File: src/rtl/mux_scan_ctrl_if.sv
`default_nettype none
// ============================================================================
// Module      : mux_scan_ctrl_if
// Description : Select, readback and snapshot signals between the scanner,
//               its 4:1 mux and the snapshot consumer.
// Revision    : 1.0 - initial release
// ============================================================================
interface mux_scan_ctrl_if;
  logic       start;
  logic       cont;
  logic [1:0] S;
  logic       Y_in;
  logic       busy;
  logic       scan_done;
  logic [3:0] dout;
  logic       dout_valid;
  logic       dout_ready;

  modport master (
    input  start, cont, Y_in, dout_ready,
    output S, busy, scan_done, dout, dout_valid
  );

  modport slave (
    output start, cont, Y_in, dout_ready,
    input  S, busy, scan_done, dout, dout_valid
  );
endinterface
`default_nettype wire

File: src/rtl/mux_scan_ctrl.sv
`default_nettype none
// ============================================================================
// Module      : mux_scan_ctrl
// Description : Steps a 4:1 mux select through channels 0..3, samples the mux
//               output after a settle time and delivers a 4-bit snapshot on a
//               valid/ready port. Optional macro MUX_SCAN_CHG_EN suppresses
//               delivery of a snapshot equal to the last delivered one.
// Revision    : 1.0 - initial release
// ============================================================================
module mux_scan_ctrl #(
  parameter int SETTLE_CYC = 1
) (
  input  logic           clk,
  input  logic           rst,
  mux_scan_ctrl_if.master bus
);

  localparam logic [1:0] c_st_idle   = 2'd0;
  localparam logic [1:0] c_st_settle = 2'd1;
  localparam logic [1:0] c_st_sample = 2'd2;
  localparam logic [1:0] c_st_out    = 2'd3;

  // Counter counts down to zero, so SETTLE lasts exactly SETTLE_CYC cycles.
  localparam logic [3:0] c_settle_load = 4'(SETTLE_CYC - 1);

  logic [1:0] state_q, state_d;
  logic [1:0] s_q, s_d;
  logic [3:0] cnt_q, cnt_d;
  logic [2:0] shadow_q, shadow_d;
  logic [3:0] dout_q, dout_d;
  logic       dout_valid_q, dout_valid_d;
  logic       scan_done_q, scan_done_d;
  logic       busy_q, busy_d;

  logic [3:0] w_snapshot;
  logic       w_handshake;
  logic       w_skip;

  assign w_snapshot  = {bus.Y_in, shadow_q};
  assign w_handshake = dout_valid_q & bus.dout_ready;

`ifdef MUX_SCAN_CHG_EN
  logic [3:0] last_q, last_d;

  assign w_skip = (w_snapshot == last_q);

  always_comb begin
    last_d = last_q;
    if (state_q == c_st_out && w_handshake) begin
      last_d = dout_q;
    end
  end

  always_ff @(posedge clk) begin
    if (rst) begin
      last_q <= 4'b0000;
    end else begin
      last_q <= last_d;
    end
  end
`else
  assign w_skip = 1'b0;
`endif

  always_comb begin
    state_d      = state_q;
    s_d          = s_q;
    cnt_d        = cnt_q;
    shadow_d     = shadow_q;
    dout_d       = dout_q;
    dout_valid_d = dout_valid_q;
    scan_done_d  = 1'b0;

    case (state_q)
      c_st_idle: begin
        s_d = 2'd0;
        if (bus.start) begin
          state_d = c_st_settle;
          cnt_d   = c_settle_load;
        end
      end

      c_st_settle: begin
        if (cnt_q == 4'd0) begin
          state_d = c_st_sample;
        end else begin
          cnt_d = cnt_q - 4'd1;
        end
      end

      c_st_sample: begin
        case (s_q)
          2'd0:    shadow_d[0] = bus.Y_in;
          2'd1:    shadow_d[1] = bus.Y_in;
          2'd2:    shadow_d[2] = bus.Y_in;
          default: shadow_d    = shadow_q;
        endcase

        if (s_q != 2'd3) begin
          s_d     = s_q + 2'd1;
          cnt_d   = c_settle_load;
          state_d = c_st_settle;
        end else begin
          scan_done_d = 1'b1;
          if (w_skip) begin
            // Unchanged snapshot: restart or idle directly, nothing delivered.
            s_d     = 2'd0;
            cnt_d   = c_settle_load;
            state_d = bus.cont ? c_st_settle : c_st_idle;
          end else begin
            dout_d       = w_snapshot;
            dout_valid_d = 1'b1;
            state_d      = c_st_out;
          end
        end
      end

      c_st_out: begin
        if (w_handshake) begin
          dout_valid_d = 1'b0;
          s_d          = 2'd0;
          cnt_d        = c_settle_load;
          state_d      = bus.cont ? c_st_settle : c_st_idle;
        end
      end

      default: begin
        state_d = c_st_idle;
        s_d     = 2'd0;
      end
    endcase

    busy_d = (state_d != c_st_idle);
  end

  always_ff @(posedge clk) begin
    if (rst) begin
      state_q      <= c_st_idle;
      s_q          <= 2'd0;
      cnt_q        <= 4'd0;
      shadow_q     <= 3'b000;
      dout_q       <= 4'b0000;
      dout_valid_q <= 1'b0;
      scan_done_q  <= 1'b0;
      busy_q       <= 1'b0;
    end else begin
      state_q      <= state_d;
      s_q          <= s_d;
      cnt_q        <= cnt_d;
      shadow_q     <= shadow_d;
      dout_q       <= dout_d;
      dout_valid_q <= dout_valid_d;
      scan_done_q  <= scan_done_d;
      busy_q       <= busy_d;
    end
  end

  assign bus.S          = s_q;
  assign bus.busy       = busy_q;
  assign bus.scan_done  = scan_done_q;
  assign bus.dout       = dout_q;
  assign bus.dout_valid = dout_valid_q;

endmodule
`default_nettype wire

File: src/flat_wrapper.sv
// flat-port wrapper written by rule: the top's interface ports become plain ports
module mux_scan_ctrl_flat 
#(
  parameter int SETTLE_CYC = 1
)
  (clk, rst, bus_start, bus_cont, bus_Y_in, bus_dout_ready, bus_S, bus_busy, bus_scan_done, bus_dout, bus_dout_valid);
  mux_scan_ctrl_if bus_i ();
  input  logic clk;
  input  logic rst;
  input wire logic [$bits(bus_i.start)-1:0] bus_start;
  input wire logic [$bits(bus_i.cont)-1:0] bus_cont;
  input wire logic [$bits(bus_i.Y_in)-1:0] bus_Y_in;
  input wire logic [$bits(bus_i.dout_ready)-1:0] bus_dout_ready;
  output wire logic [$bits(bus_i.S)-1:0] bus_S;
  output wire logic [$bits(bus_i.busy)-1:0] bus_busy;
  output wire logic [$bits(bus_i.scan_done)-1:0] bus_scan_done;
  output wire logic [$bits(bus_i.dout)-1:0] bus_dout;
  output wire logic [$bits(bus_i.dout_valid)-1:0] bus_dout_valid;
  assign bus_i.start = bus_start;
  assign bus_i.cont = bus_cont;
  assign bus_i.Y_in = bus_Y_in;
  assign bus_i.dout_ready = bus_dout_ready;
  assign bus_S = bus_i.S;
  assign bus_busy = bus_i.busy;
  assign bus_scan_done = bus_i.scan_done;
  assign bus_dout = bus_i.dout;
  assign bus_dout_valid = bus_i.dout_valid;
  mux_scan_ctrl #(.SETTLE_CYC(SETTLE_CYC)) u_core (.clk(clk), .rst(rst), .bus(bus_i));
endmodule
File: config.mk
export PLATFORM = sky130hd
export DESIGN_NAME = mux_scan_ctrl_flat
export DESIGN_NICKNAME = d
export VERILOG_FILES = /design/src/rtl/mux_scan_ctrl_if.sv /design/src/rtl/mux_scan_ctrl.sv /design/src/flat_wrapper.sv
export SDC_FILE = /design/constraint.sdc
export NUM_CORES = 1
export LEC_CHECK = 0
export ABC_AREA = 0
export BUFFER_PORTS_ARGS = -buffer_cell sky130_fd_sc_hd__buf_2
export CORE_ASPECT_RATIO = 0.9
export CORE_MARGIN = 3
export CORE_UTILIZATION = 47
export DETAILED_ROUTE_END_ITERATION = 8
export HOLD_SLACK_MARGIN = 0.03
export PLACE_DENSITY = 0.73
export SKIP_CTS_REPAIR_TIMING = 1
export SLEW_MARGIN = 0
export SYNTH_ARGS = -nofsm -noshare
export SYNTH_HDL_FRONTEND = slang
export SYNTH_SLANG_ARGS = --single-unit
File: constraint.sdc
create_clock -name clk -period 1.6 [get_ports clk]
set_input_delay 0.16 -clock clk [delete_from_list [all_inputs] [get_ports clk]]
set_output_delay 0.16 -clock clk [all_outputs]
set_load 0.05 [all_outputs]
### Yosys cells after proc, flatten, opt, wreduce, memory -nomap -nowiden

Cells that the tools add are included.

* flip-flop bits (word level): 18
* logic and storage cells: 58

* add/sub/neg operators: 2
* bitwise gates (word level): 3
* reduce and logical (&&, ||, !) cells: 14
* eq/ne operators: 11
* mux-type cells: 18

Operators with widths (number)
* $mux W4: 4
* $pmux W4 S4: 1
* $mux W2: 6
* $ne A2 B2 Y1 const B: 4
* $pmux W2 S4: 1
* $reduce_and A2 Y1: 4
* $eq A2 B2 Y1 const B: 3
* $pmux W2 S3: 1
* $reduce_and A3 Y1: 2
* $eq A2 B1 Y1 const B: 2
* $logic_not A2 Y1: 2
* $logic_not A4 Y1: 1
* $mux W1: 4
* $ne A2 B1 Y1 const B: 2
* $reduce_and A4 Y1: 1
* $reduce_bool A2 Y1: 2
* $sub A4 B1 Y4 const B: 1
* $reduce_bool A3 Y1: 1
* $add A2 B1 Y2 const B: 1
* $not A1 Y1: 2
* $pmux W1 S2: 1
* $reduce_or A2 Y1: 1
* $and A1 B1 Y1: 1

### Longest topological paths before layout

Gate-level depths: netlist (run 1).

* depth after elaboration: 4
* mapped depth: 5
* gate-level depth less buffers: 5

### Worst setup path after synthesis (run 1)

OpenSTA, ideal clock, no wires.

* path kind: register to register
* from: register u_core.s_q[0] (netlist: u_core.bus.S[0])
* to: register u_core.dout_q[0] (netlist: u_core.bus.dout[0])
* stages on the path, launching flop included: 5
* setup slack: 0.057 ns
* data arrival time: 1.416 ns
* cells stage by stage: dfxtp_1 > ha_1 > nand3b_2 > mux2i_1 > nor2_1

* cells in the longest elaborated chain, start to end: 3

RTL lines
* start: declaration: line mux_scan_ctrl.sv:27 `logic [1:0] s_q, s_d;`
* start signal: assignment: line mux_scan_ctrl.sv:139 `s_q <= 2'd0;`
* start signal: assignment: line mux_scan_ctrl.sv:148 `s_q <= s_d;`
* $ne A2 B2 Y1: line mux_scan_ctrl.sv:99 `if (s_q != 2'd3) begin`
* $not A1 Y1 (no line)
* $reduce_and A2 Y1 (no line)
* end signal: assignment: line mux_scan_ctrl.sv:151 `dout_q <= dout_d;`
* end: declaration: line mux_scan_ctrl.sv:30 `logic [3:0] dout_q, dout_d;`

Every way passes these cells.
A chain may end at the register's enable or synchronous reset.

### Final worst setup path (run 1)

* from: register u_core.s_q[0] (netlist: u_core.bus.S[0])
* to: register u_core.cnt_q[0]

* cells in the longest elaborated chain, start to end: 3

RTL lines
* $ne A2 B2 Y1: line mux_scan_ctrl.sv:99
* $ne A2 B1 Y1 (no line)
* $reduce_and A4 Y1 (no line)
* end signal: assignment: line mux_scan_ctrl.sv:149 `cnt_q <= cnt_d;`
* end: declaration: line mux_scan_ctrl.sv:28 `logic [3:0] cnt_q, cnt_d;`

Every way passes these cells.

==> results.ini, run 1 <==
[run_status]
status = finished clean

[floorplan]
ioPinCount = 15
die_height_um = 47.4
num_rows = 14
die_x_um = 52.1
start_util_pct = 51.7
die-area_um2 = 2470
core_area_um2 = 1730

[min_path]
hold_depth = 3
hp-class = primary input to register

[sta]
clock_skew_ns = 0.00561
fin_ws_ns = 0.187
slew_headroom_pct = 63.0
hold_viol_final = 0
rsz0062_at_grt = no
fmax_mhz = 708
setup_tns_ns = 0
period_needed_ns = 1.41
setup_viol = 0
worst-slew-pin-transition_ns = 0.555
finalMaxSlewViolations = 0
period_share_pct = 88.3

[drt]
vias = 725
drc = 0
wl_per_cell_um = 12.8
finalWirelength_um = 1700
drtIter0Drc = 14
routed_via_density = 5.45
postRouteAntennaNets = 0
drt_pre_antenna_iters = 4

[power_and_ir_drop]
irDropWorstVdd_uv = 566
leakagePower_nw = 0.452
power_density_nw_per_um2 = 982

[placed_design]
hpwl_um = 1250
routabilityCongestion = 0.793
dp_slack_ns = 0.212
port_buffers = 14

[cells_and_area]
finalNetCount = 122
diodes = 0
mostFrequentLayoutCells = dfxtp_1 (18), buf_2 (14), nor2_1 (12), mux2i_1 (7), inv_1 (6)
final_common_cell = dfxtp_1
synthToLayoutAreaGrowth_pct = 10.7
utilization_pct = 57.3
drive_above_1_share_pct = 20.2

[grt]
grt.total_usage_pct = 15.4
grt_pass1_wl_um = 2680
grt_max_degree = 20
antenna_found_initial = 0
grt_overflow = 0
grt_pass1_vias = 599

[worst_setup_path]
worstPathMaxFanout = 6
required_ns = 1.78
end_kind = register
reg2reg_depth = 4
start_kind = register
critical_path_class = register to register
worstPathArrival_ns = 1.60

[clock_tree]
numCtsBuffers = 3
cts_sinks = 18
worstSkewPairLatency_ns = 0.29
path_clk_slew_ns = 0.10
cts_tree = yes
cts-root-buf = clkbuf_4
cts_max_level = 1
cts_buffer_depth = 2

[yosys]
syn_inst = 95
ys_warn_count = 0
syn_area_um2 = 897
syn_nets = 106
syn_area_per_cell_um2 = 9.44
yosysSeqAreaShare_pct = 40.2
synth_cell_types = 30
synth_seq_cells = 18

[job]
drv_cap = 0

==> path summary, 6_finish.rpt <==
path | start | end | slack [ns]
max reg2reg | u_core.bus.S[0] | u_core.cnt_q[0] | 0.19
max | u_core.bus.S[0] | u_core.cnt_q[0] | 0.19
min | bus_start | u_core.bus.busy | 0.14
min reg2reg | u_core.bus.dout[3] | u_core.bus.dout[3] | 0.50
==> logic make-up after synthesis <==
group           after synthesis  share of synthesized area, %
flops                        18                          40.2
mux                           7                          7.81
fa+ha+maj                     5                          6.97
compound gates               18                          12.3
simple gates                 37                          26.5
buf+inv                      10                          6.28
==> metal layers <==
metal	track usage [%]	vias up	wire, um
met5	0	-	0
met4	4.71	0	12
met3	6.54	2	55
met2	23.6	8	803
met1	19.8	350	826
li1	-	365	-
==> power by group <==
part	switching, mW	internal [mW]	total [mW]
combinational	0.126	0.101	0.227
clock	0.134	0.0876	0.222
sequential	0.0475	0.479	0.527
total	0.308	0.668	0.976
==> cell usage after synthesis (all sizes together) <==
library cell / count / area (um2)
a21o: 1 / 7.51
a21oi: 5 / 25.0
a2bb2oi: 1 / 8.76
a31oi: 1 / 6.26
and4bb: 1 / 12.5
buf: 3 / 30.0
clkbuf: 1 / 3.75
dfxtp: 18 / 360
ha: 5 / 62.6
inv: 6 / 22.5
mux2i: 7 / 70.1
nand2: 4 / 15.0
nand3: 3 / 15.0
nand3b: 6 / 52.6
nand4: 1 / 12.5
nand4b: 2 / 17.5
nand4bb: 1 / 11.3
nor2: 12 / 45.0
nor2b: 1 / 6.26
nor3: 2 / 10.0
nor3b: 1 / 12.5
nor4b: 1 / 8.76
nor4bb: 1 / 10.0
o211ai: 2 / 15.0
o21ai: 4 / 20.0
o21bai: 2 / 15.0
o22ai: 2 / 12.5
or3b: 1 / 8.76
==> registers in the layout (all words and copies together), names as in the netlist <==
| name | count |
|---|---|
| u_core.bus.S | 2 |
| u_core.cnt_q | 4 |
| u_core.shadow_q | 3 |
| u_core.bus.scan_done | 1 |
| u_core.bus.dout_valid | 1 |
| u_core.state_q | 2 |
| u_core.bus.dout | 4 |
| u_core.bus.busy | 1 |
==> critical path: stages, from the launching register on <==
cell,delay [ns]
dfxtp_1,0.38
ha_1,0.30
or3b_1,0.41
nand3b_2,0.13
o22ai_1,0.08
==> through the flow <==
step / hold WS (ns) / area (um2) / power (mW) / instances
after global placement: 0.415 / 971 / 0.755 / 130
after floorplan: 0.229 / 897 / 0.725 / 95
after CTS: 0.129 / 993 / 0.990 / 133
after detailed placement: 0.441 / 971 / 0.763 / 130
final: 0.139 / 993 / 0.976 / 133
after global routing: 0.147 / 993 / 1.04 / 133
==> layout make-up <==
class	instances	area [um2]
Clock buffer	3	22.5
Fill cell	160	741
Inverter	6	22.5
Multi-Input combinational cell	67	480
Sequential cell	18	360
Tap cell	24	30.0
Timing Repair Buffer	15	77.6
Note: power is estimated with default switching activity, not from simulation.
==> inputs of run 2 (changes only) <==
--- a/config.mk
+++ b/config.mk
@@ -13,6 +13,7 @@
 export DETAILED_ROUTE_END_ITERATION = 8
 export HOLD_SLACK_MARGIN = 0.03
 export PLACE_DENSITY = 0.73
+export REMOVE_ABC_BUFFERS = 1
 export SKIP_CTS_REPAIR_TIMING = 1
 export SLEW_MARGIN = 0
 export SYNTH_ARGS = -nofsm -noshare
==> results.ini, run 2 (synthesized netlist as in run 1, its figures left out) <==
[run_status]
status = finished clean

[sta]
finalMaxSlewViolations = 0
slew_headroom_pct = 64.7
clock_skew_ns = 0.000831
worst-slew-pin-transition_ns = 0.529
fin_ws_ns = 0.219
period_needed_ns = 1.38
hold_viol_final = 0
period_share_pct = 86.3
setup_viol = 0
rsz0062_at_grt = no
setup_tns_ns = 0
fmax_mhz = 724

[job]
drv_cap = 0

[grt]
grt_pass1_vias = 596
antenna_found_initial = 0
grt_overflow = 0
grt_max_degree = 20
grt.total_usage_pct = 15.4
grt_pass1_wl_um = 2760

[worst_setup_path]
critical_path_class = register to register
start_kind = register
worstPathArrival_ns = 1.56
end_kind = register
required_ns = 1.78
reg2reg_from = u_core.bus.S[0]
crit_start = u_core.bus.S[0]
worstPathMaxFanout = 6

[clock_tree]
cts_buffer_depth = 2
cts-root-buf = clkbuf_4
worstSkewPairLatency_ns = 0.29
cts_sinks = 18
numCtsBuffers = 3
cts_tree = yes
path_clk_slew_ns = 0.09
cts_max_level = 1

[power_and_ir_drop]
combPwrFrac_pct = 24.0
p_int_uw = 668
leakagePower_nw = 0.452
irDropWorstVdd_uv = 564
seqPwrFrac_pct = 53.5
pwr-share-clk_pct = 22.5
switching_share_pct = 31.5
power_density_nw_per_um2 = 981
switchingPower_uw = 307

[drt]
drt_pre_antenna_iters = 4
drc = 0
drtIter0Drc = 10
wl_per_cell_um = 12.3
finalWirelength_um = 1640
routed_via_density = 5.57
postRouteAntennaNets = 0
vias = 741

[floorplan]
start_util_pct = 51.7
die_x_um = 52.1
die-area_um2 = 2470
die_height_um = 47.4
ioPinCount = 15
num_rows = 14
core_area_um2 = 1730

[min_path]
worstHoldStart = bus_start
hp-class = primary input to register

[cells_and_area]
finalNetCount = 122
diodes = 0
final_common_cell = dfxtp_1
synthToLayoutAreaGrowth_pct = 10.7
drive_above_1_share_pct = 20.2
mostFrequentLayoutCells = dfxtp_1 (18), buf_2 (14), nor2_1 (12), mux2i_1 (7), inv_1 (6)

[placed_design]
port_buffers = 14
hpwl_um = 1180
dp_slack_ns = 0.232
routabilityCongestion = 0.846

-- run 2: cell counts in the layout (fill, tap and decap cells not counted) --
Identical to the previous run, type by type.
-- run 2: final timing paths --
| kind | cells past startpoint | slack [ns] | endpoint |
|---|---|---|---|
| min reg2reg | 2 | 0.49 | u_core.bus.dout[3] |
| max reg2reg | 4 | 0.22 | u_core.cnt_q[0] |
| max | 4 | 0.22 | u_core.cnt_q[0] |
| min | 3 | 0.12 | u_core.bus.busy |
-- run 2: routing by layer --
layer | up-vias | global-route usage [%] | wire [um] | share of wire [%]
li1 | 374 | - | - | -
met3 | 2 | 5.61 | 93 | 5.7
met2 | 16 | 24.1 | 763 | 47
met1 | 349 | 19.8 | 777 | 47
met4 | 0 | 5.76 | 5 | 0.30
met5 | - | 0 | 0 | 0
-- run 2: critical path, stage by stage, from the launching register on --
cell	delay, ns
dfxtp_1	0.37
ha_1	0.29
or3b_1	0.40
nand3b_2	0.13
o22ai_1	0.08
-- run 2: area by class of cell --
class                      instances  area [um2]
tap                               24        30.0
multi-input combinational         67         480
sequential                        18         360
fill                             168         741
timing repair buffer              15        77.6
inverter                           6        22.5
clock buffer                       3        22.5
-- run 2: metrics by stage --
| step | total power, mW | hold slack (ns) | instances | util [%] | instance area [um2] |
|---|---|---|---|---|---|
| after CTS | 0.980 | 0.117 | 133 | 57.3 | 993 |
| after floorplan | 0.695 | 0.229 | 91 | - | 863 |
| after detailed placement | 0.763 | 0.426 | 130 | 56.0 | 971 |
| after global placement | 0.751 | 0.417 | 130 | 56.0 | 971 |
| final | 0.974 | 0.123 | 133 | 57.3 | 993 |
| after global routing | 1.04 | 0.155 | 133 | 57.3 | 993 |
-- run 2: power by group through the flow --
stage	sequential [mW]	clock, mW	combinational, mW
final	0.521	0.220	0.234
after global routing	0.529	0.246	0.264
after CTS	0.520	0.228	0.233
after detailed placement	0.530	0	0.233
after global placement	0.527	0	0.224
after floorplan	0.555	0	0.140
